==> config.mk <==
export PLATFORM = sky130hd
export DESIGN_NAME = lc3b_writeback_buffer
export DESIGN_NICKNAME = d
export VERILOG_FILES = /design/src/rtl/lc3b_writeback_buffer.sv
export SDC_FILE = /design/constraint.sdc
export NUM_CORES = 1
export LEC_CHECK = 0
export CAP_MARGIN = 20
export CELL_PAD_IN_SITES_DETAIL_PLACEMENT = 1
export CELL_PAD_IN_SITES_GLOBAL_PLACEMENT = 1
export CORE_MARGIN = 2
export CORE_UTILIZATION = 45
export CTS_BUF_LIST = sky130_fd_sc_hd__clkbuf_8 sky130_fd_sc_hd__clkbuf_16
export CTS_CLUSTER_SIZE = 24
export DETAILED_ROUTE_END_ITERATION = 10
export PLACE_DENSITY = 0.89
export SLEW_MARGIN = 10
export SYNTH_ARGS = -nofsm -noshare
export SYNTH_HDL_FRONTEND = slang
export SYNTH_SLANG_ARGS = --single-unit
==> constraint.sdc <==
create_clock -name clk -period 14.07 [get_ports clk]
set_input_delay 2.814 -clock clk [delete_from_list [all_inputs] [get_ports clk]]
set_output_delay 2.814 -clock clk [all_outputs]
set_load 0.1 [all_outputs]
==> src/rtl/lc3b_writeback_buffer.sv <==
// Dirty-line eviction buffer between the L1 data cache and the next memory level.
// Retires lines in FIFO order, coalesces repeat evictions and serves refill lookups.
module lc3b_writeback_buffer #(
  parameter int LINE_W  = 128,
  parameter int TAG_W   = 9,
  parameter int INDEX_W = 3,
  parameter int DEPTH   = 4
) (
  input  logic                       clk,
  input  logic                       rst,
  input  logic                       wb_write,
  input  logic [TAG_W+INDEX_W-1:0]   wb_addr,
  input  logic [LINE_W-1:0]          wb_wdata,
  output logic                       wb_full,
  input  logic                       lk_req,
  input  logic [TAG_W+INDEX_W-1:0]   lk_addr,
  output logic                       lk_hit,
  output logic [LINE_W-1:0]          lk_rdata,
  output logic                       mem_write,
  output logic [TAG_W+INDEX_W-1:0]   mem_addr,
  output logic [LINE_W-1:0]          mem_wdata,
  input  logic                       mem_resp,
  output logic                       wb_empty
);

  localparam int LA_W  = TAG_W + INDEX_W;
  localparam int PTR_W = $clog2(DEPTH);
  localparam int CNT_W = PTR_W + 1;
  localparam logic [CNT_W-1:0] FULL_CNT = CNT_W'(DEPTH);

  logic [DEPTH-1:0]  r_valid;
  logic [LA_W-1:0]   r_addr [DEPTH];
  logic [LINE_W-1:0] r_data [DEPTH];
  logic [PTR_W-1:0]  r_head;
  logic [PTR_W-1:0]  r_tail;
  logic [CNT_W-1:0]  r_count;

  logic              w_empty;
  logic              w_full;
  logic              w_pop;
  logic              w_alloc;
  logic [DEPTH-1:0]  w_not_head;
  logic              w_co_hit;
  logic [PTR_W-1:0]  w_co_idx;
  logic              w_lk_nh_hit;
  logic [PTR_W-1:0]  w_lk_nh_idx;
  logic              w_lk_hd_hit;

  assign w_empty = (r_count == '0);
  assign w_full  = (r_count == FULL_CNT);
  assign w_pop   = !w_empty && mem_resp;
  // Fullness is judged on the pre-edge count; a same-edge pop does not make room.
  assign w_alloc = wb_write && !w_co_hit && !w_full;

  always_comb begin
    w_not_head = '0;
    for (int i = 0; i < DEPTH; i++) begin
      w_not_head[i] = (PTR_W'(i) != r_head);
    end
  end

  // The head may be mid-transfer, so it is never a coalescing target.
  always_comb begin
    w_co_hit = 1'b0;
    w_co_idx = '0;
    for (int i = 0; i < DEPTH; i++) begin
      if (r_valid[i] && w_not_head[i] && (r_addr[i] == wb_addr)) begin
        w_co_hit = 1'b1;
        w_co_idx = PTR_W'(i);
      end
    end
  end

  always_comb begin
    w_lk_nh_hit = 1'b0;
    w_lk_nh_idx = '0;
    for (int i = 0; i < DEPTH; i++) begin
      if (r_valid[i] && w_not_head[i] && (r_addr[i] == lk_addr)) begin
        w_lk_nh_hit = 1'b1;
        w_lk_nh_idx = PTR_W'(i);
      end
    end
  end

  assign w_lk_hd_hit = r_valid[r_head] && (r_addr[r_head] == lk_addr);

  // A non-head match always holds younger data than a head match.
  always_comb begin
    lk_hit   = 1'b0;
    lk_rdata = '0;
    if (lk_req) begin
      if (w_lk_nh_hit) begin
        lk_hit   = 1'b1;
        lk_rdata = r_data[w_lk_nh_idx];
      end else if (w_lk_hd_hit) begin
        lk_hit   = 1'b1;
        lk_rdata = r_data[r_head];
      end
    end
  end

  assign mem_write = !w_empty;
  assign mem_addr  = w_empty ? '0 : r_addr[r_head];
  assign mem_wdata = w_empty ? '0 : r_data[r_head];
  assign wb_full   = w_full;
  assign wb_empty  = w_empty;

  always_ff @(posedge clk or posedge rst) begin
    if (rst) begin
      r_valid <= '0;
      r_head  <= '0;
      r_tail  <= '0;
      r_count <= '0;
    end else begin
      if (w_pop) begin
        r_valid[r_head] <= 1'b0;
        r_head          <= r_head + PTR_W'(1);
      end
      if (w_alloc) begin
        r_valid[r_tail] <= 1'b1;
        r_tail          <= r_tail + PTR_W'(1);
      end
      r_count <= r_count + CNT_W'(w_alloc) - CNT_W'(w_pop);
    end
  end

  // Line storage carries no reset; every read of it is qualified by a valid bit or the count.
  always_ff @(posedge clk) begin
    if (wb_write && w_co_hit) begin
      r_data[w_co_idx] <= wb_wdata;
    end else if (w_alloc) begin
      r_addr[r_tail] <= wb_addr;
      r_data[r_tail] <= wb_wdata;
    end
  end

endmodule

==> metrics.md <==
| Metric | Value |
|---|---|
| Reg power frac | 28.3% |
| Buffers on Ports | 428 |
| DRT antenna net count | 0 |
| Initial Util | 45.48% |
| Clock Skews | 0.02546 ns |
| Worst path slowest cell | clkdlybuf4s50_1 |
| GRT Util Overall | 30.97% |
| Net switching power | 4.296 mW |
| Part of the Yosys area used for sequential elements | 59.58% |
| Slew headroom | 21.30% |
| Vias per cell | 6.569 |
| Status | complete, no violations |
| Crit. End Element | output port |
| Leak pwr | 10.91 nW |
| Global-route wire length before repair | 154200 µm |
| MaxCap Viol Count | 0 |
| GRT overflow | 0 |
| Core Region | 0.06308 mm² |
| # Post-CTS Setup Buffers | 0 |
| Clock share of power | 17.0% |
| Worst-margin pin slew | 1.177 ns |
| # IOs | 429 |
| Post-CTS resize count | 0 |
| CP Class | input pin to output port |
| H-tree depth | 2 |
| Yosys cell types | 42 |
| Final Hold Vio Count | 0 |
| Layout area overhead | 23.21% |
| DR iter-0 viols | 2030 |
| Pwr Total | 8.592 mW |
| Yosys top cell by area | edfxtp_1 |
| TritonCTS Buffers | 60 |
| Final Max Tran Viols | 0 |
| CTS max path bufs | 3 |
| Final #Nets | 2529 |
| Non-filler cells, final | 3270 |
| Reg2reg start | r_head[0] |
| Critical Path RT | 11.26 ns |
| Buf/Inv on CP | 4 |
| Die area | 0.06578 mm² |
| Synth async-reset ratio | 1.926% |
| CTS tree | built |
| Cell depth of the worst hold path | 1 |
| Clk sink count | 571 |
| Minimum clock period | 11.09 ns |
| Critical Path Stages | 10 |
| DIE WIDTH | 256.5 µm |
| Final setup fails | 0 |
| Post-synth EDFFs | 560 |
| Hold path startpoint | r_count[0] |
| Gpl congestion | 0.8711 |
| Cell Area, Synth | 0.02869 mm² |
| Ys Warns | 0 |
| Drt drc | 0 |
| Critical Path Source | lk_addr[10] |
| Worst EP arrival | 8.27 ns |
| Post-synth top flop | edfxtp_1 |
| Syn nets | 2209 |
| Peak VDD IR | 0.2244 mV |
| Vias in the first global route | 22860 |
| Routed WL per cell | 31.65 µm |
| Post-route cell area | 0.03535 mm² |
| Hold buffers post-CTS | 0 |
| Max stage delay on crit path | 1.26 ns |
| Startpoint types | input pin |
| Initial DRT Pass Iterations | 5 |
| Hold Path Class | flop to flop |
| Layout cells sized above 1 | 11.13% |
| Worst-path fanout max | 83 |
| Reg2reg path depth | 10 |
| Total negative setup slack | 0 ns |
| Final Cycle Share | 78.81% |
| Sw Ratio | 50.00% |
| Yosys reg bits | 571 |
| Clk slew on worst S/H paths | 0.06 ns |
| Detailed Place HPWL | 63840 µm |
| Avg Cell Area, Syn | 14.06 µm² |
| Unrepaired setup endpoints after global routing | false |
| Clk_lat worst skew | 0.62 ns |
| P_int | 4.296 mW |
| Row Count | 92 |
| Highest Clock Rate | 90.18 MHz |
| Worst-path cell chain | clkdlybuf4s50_1 -> xor2_1 -> nor4_1 -> nand4_1 -> buf_4 -> nand2_4 -> buf_12 -> a211oi_1 -> o31ai_1 -> clkdlybuf4s50_1 |
| Total Wirelength | 103500 µm |
| Root buf cell | clkbuf_16 |
| PwrDens | 243.1 mW/mm² |
| Post-Synthesis Cells | 2041 |
| Initial antenna violation count | 20 |
| Pin count of the biggest net entering global routing | 84 |
| Die height | 256.5 µm |
| Post-DP Area | 0.03352 mm² |
| Dpl cells | 3145 |
| Cell family with most CP delay | buffers and inverters |
| Via count | 21480 |
| Most used cell, CP | clkdlybuf4s50_1 |
| Combinational share of power | 54.7% |
| Post-synth top area share | 58.62% |
| Main area contributors after synthesis | edfxtp_1 59%, mux4_2 11%, and2_1 4.4% |
registers in the layout, summed over array words and instances, names as in the netlist:
register,count
r_data,512
r_valid,4
r_count,3
r_tail,2
r_addr,48
r_head,2
cell usage after synthesis, drive strengths merged (36+ instances only):
master	count
o21ai	129
nand4	144
xnor2	76
and2	274
mux4	141
or3	129
buf	39
xor2	36
clkbuf	163
o31ai	129
edfxtp	560
a211oi	128
layer usage:
layer  track usage [%]  wire length, µm  up-vias
met2             51.89            51660     1243
met5                 0               81        -
met3             5.654             8370      247
met4             14.23             4850       12
li1                  -                -     8772
met1             39.25            38540    11210
worst paths after layout:
path	slack (ns)	endpoint
setup / recovery	2.98	lk_rdata[107]
hold / removal	0.55	r_count[0]
setup reg to reg	8.35	r_data[2][81]
hold reg to reg	0.55	r_count[0]
max in group asynchronous	11.09	r_head[1]
min in group asynchronous	2.63	r_tail[1]
cells by family (layout without fill, tap and decap cells):
logic type      Yosys count  count (layout)  synth area share (%)
flops                   571             571                 59.58
other cells               0              16                     0
buf+inv                 213             580                 3.175
fa+ha+maj                11              11                0.5059
simple gates            596             596                 12.94
compound gates          396             396                 9.268
xor+xnor                112             112                 3.419
mux                     142             142                 11.11
area by class of cell:
type,count,area [µm²]
clock inverters,49,284.0
multi-input cells,1257,10750
repair buffers,460,4567
diodes,16,40.04
well taps,846,1059
clock buffers,60,1501
inverters,11,41.29
flip-flops and latches,571,17100
fillers,6117,27740
placed cells by master, fill, tap and decap left out, drive strengths merged, types with 2 or more instances in the layout:
master / n
or3: 129
nand2: 12
clkinvlp: 3
dfrtp: 11
edfxtp: 560
or4: 3
o21ai: 129
nor2: 2
and2: 274
nor4: 11
clkinv: 25
clkdlybuf4s50: 427
inv: 30
diode: 16
xor2: 36
ha: 10
a211oi: 128
a22o: 4
mux4: 141
xnor2: 76
a21boi: 2
nor3: 3
nand4: 144
bufinv: 2
clkbuf: 60
buf: 33
nand3: 6
nor3b: 5
nor2b: 2
o31ai: 129
power groups by stage:
stage / Clock (mW) / Combinational, mW / Sequential (mW)
3_5_place_dp: 0 / 4.68 / 2.45
6_report: 1.46 / 4.70 / 2.43
2_1_floorplan: 0 / 3.56 / 2.38
5_1_grt: 1.55 / 4.83 / 2.46
4_1_cts: 1.48 / 4.71 / 2.42
3_3_place_gp: 0 / 4.64 / 2.41
through the flow:
step / worst slack [ns] / utilization, % / hold slack (ns)
floorplan: 0.3522 / - / 0.4754
detailed placement: 3.155 / 53.14 / 0.5327
CTS: 3.130 / 55.97 / 0.5497
finish: 2.981 / 56.03 / 0.5519
global route: 2.787 / 56.03 / 0.5689
global placement: 3.045 / 53.09 / 0.4958
(Power assumes the default switching activity.)
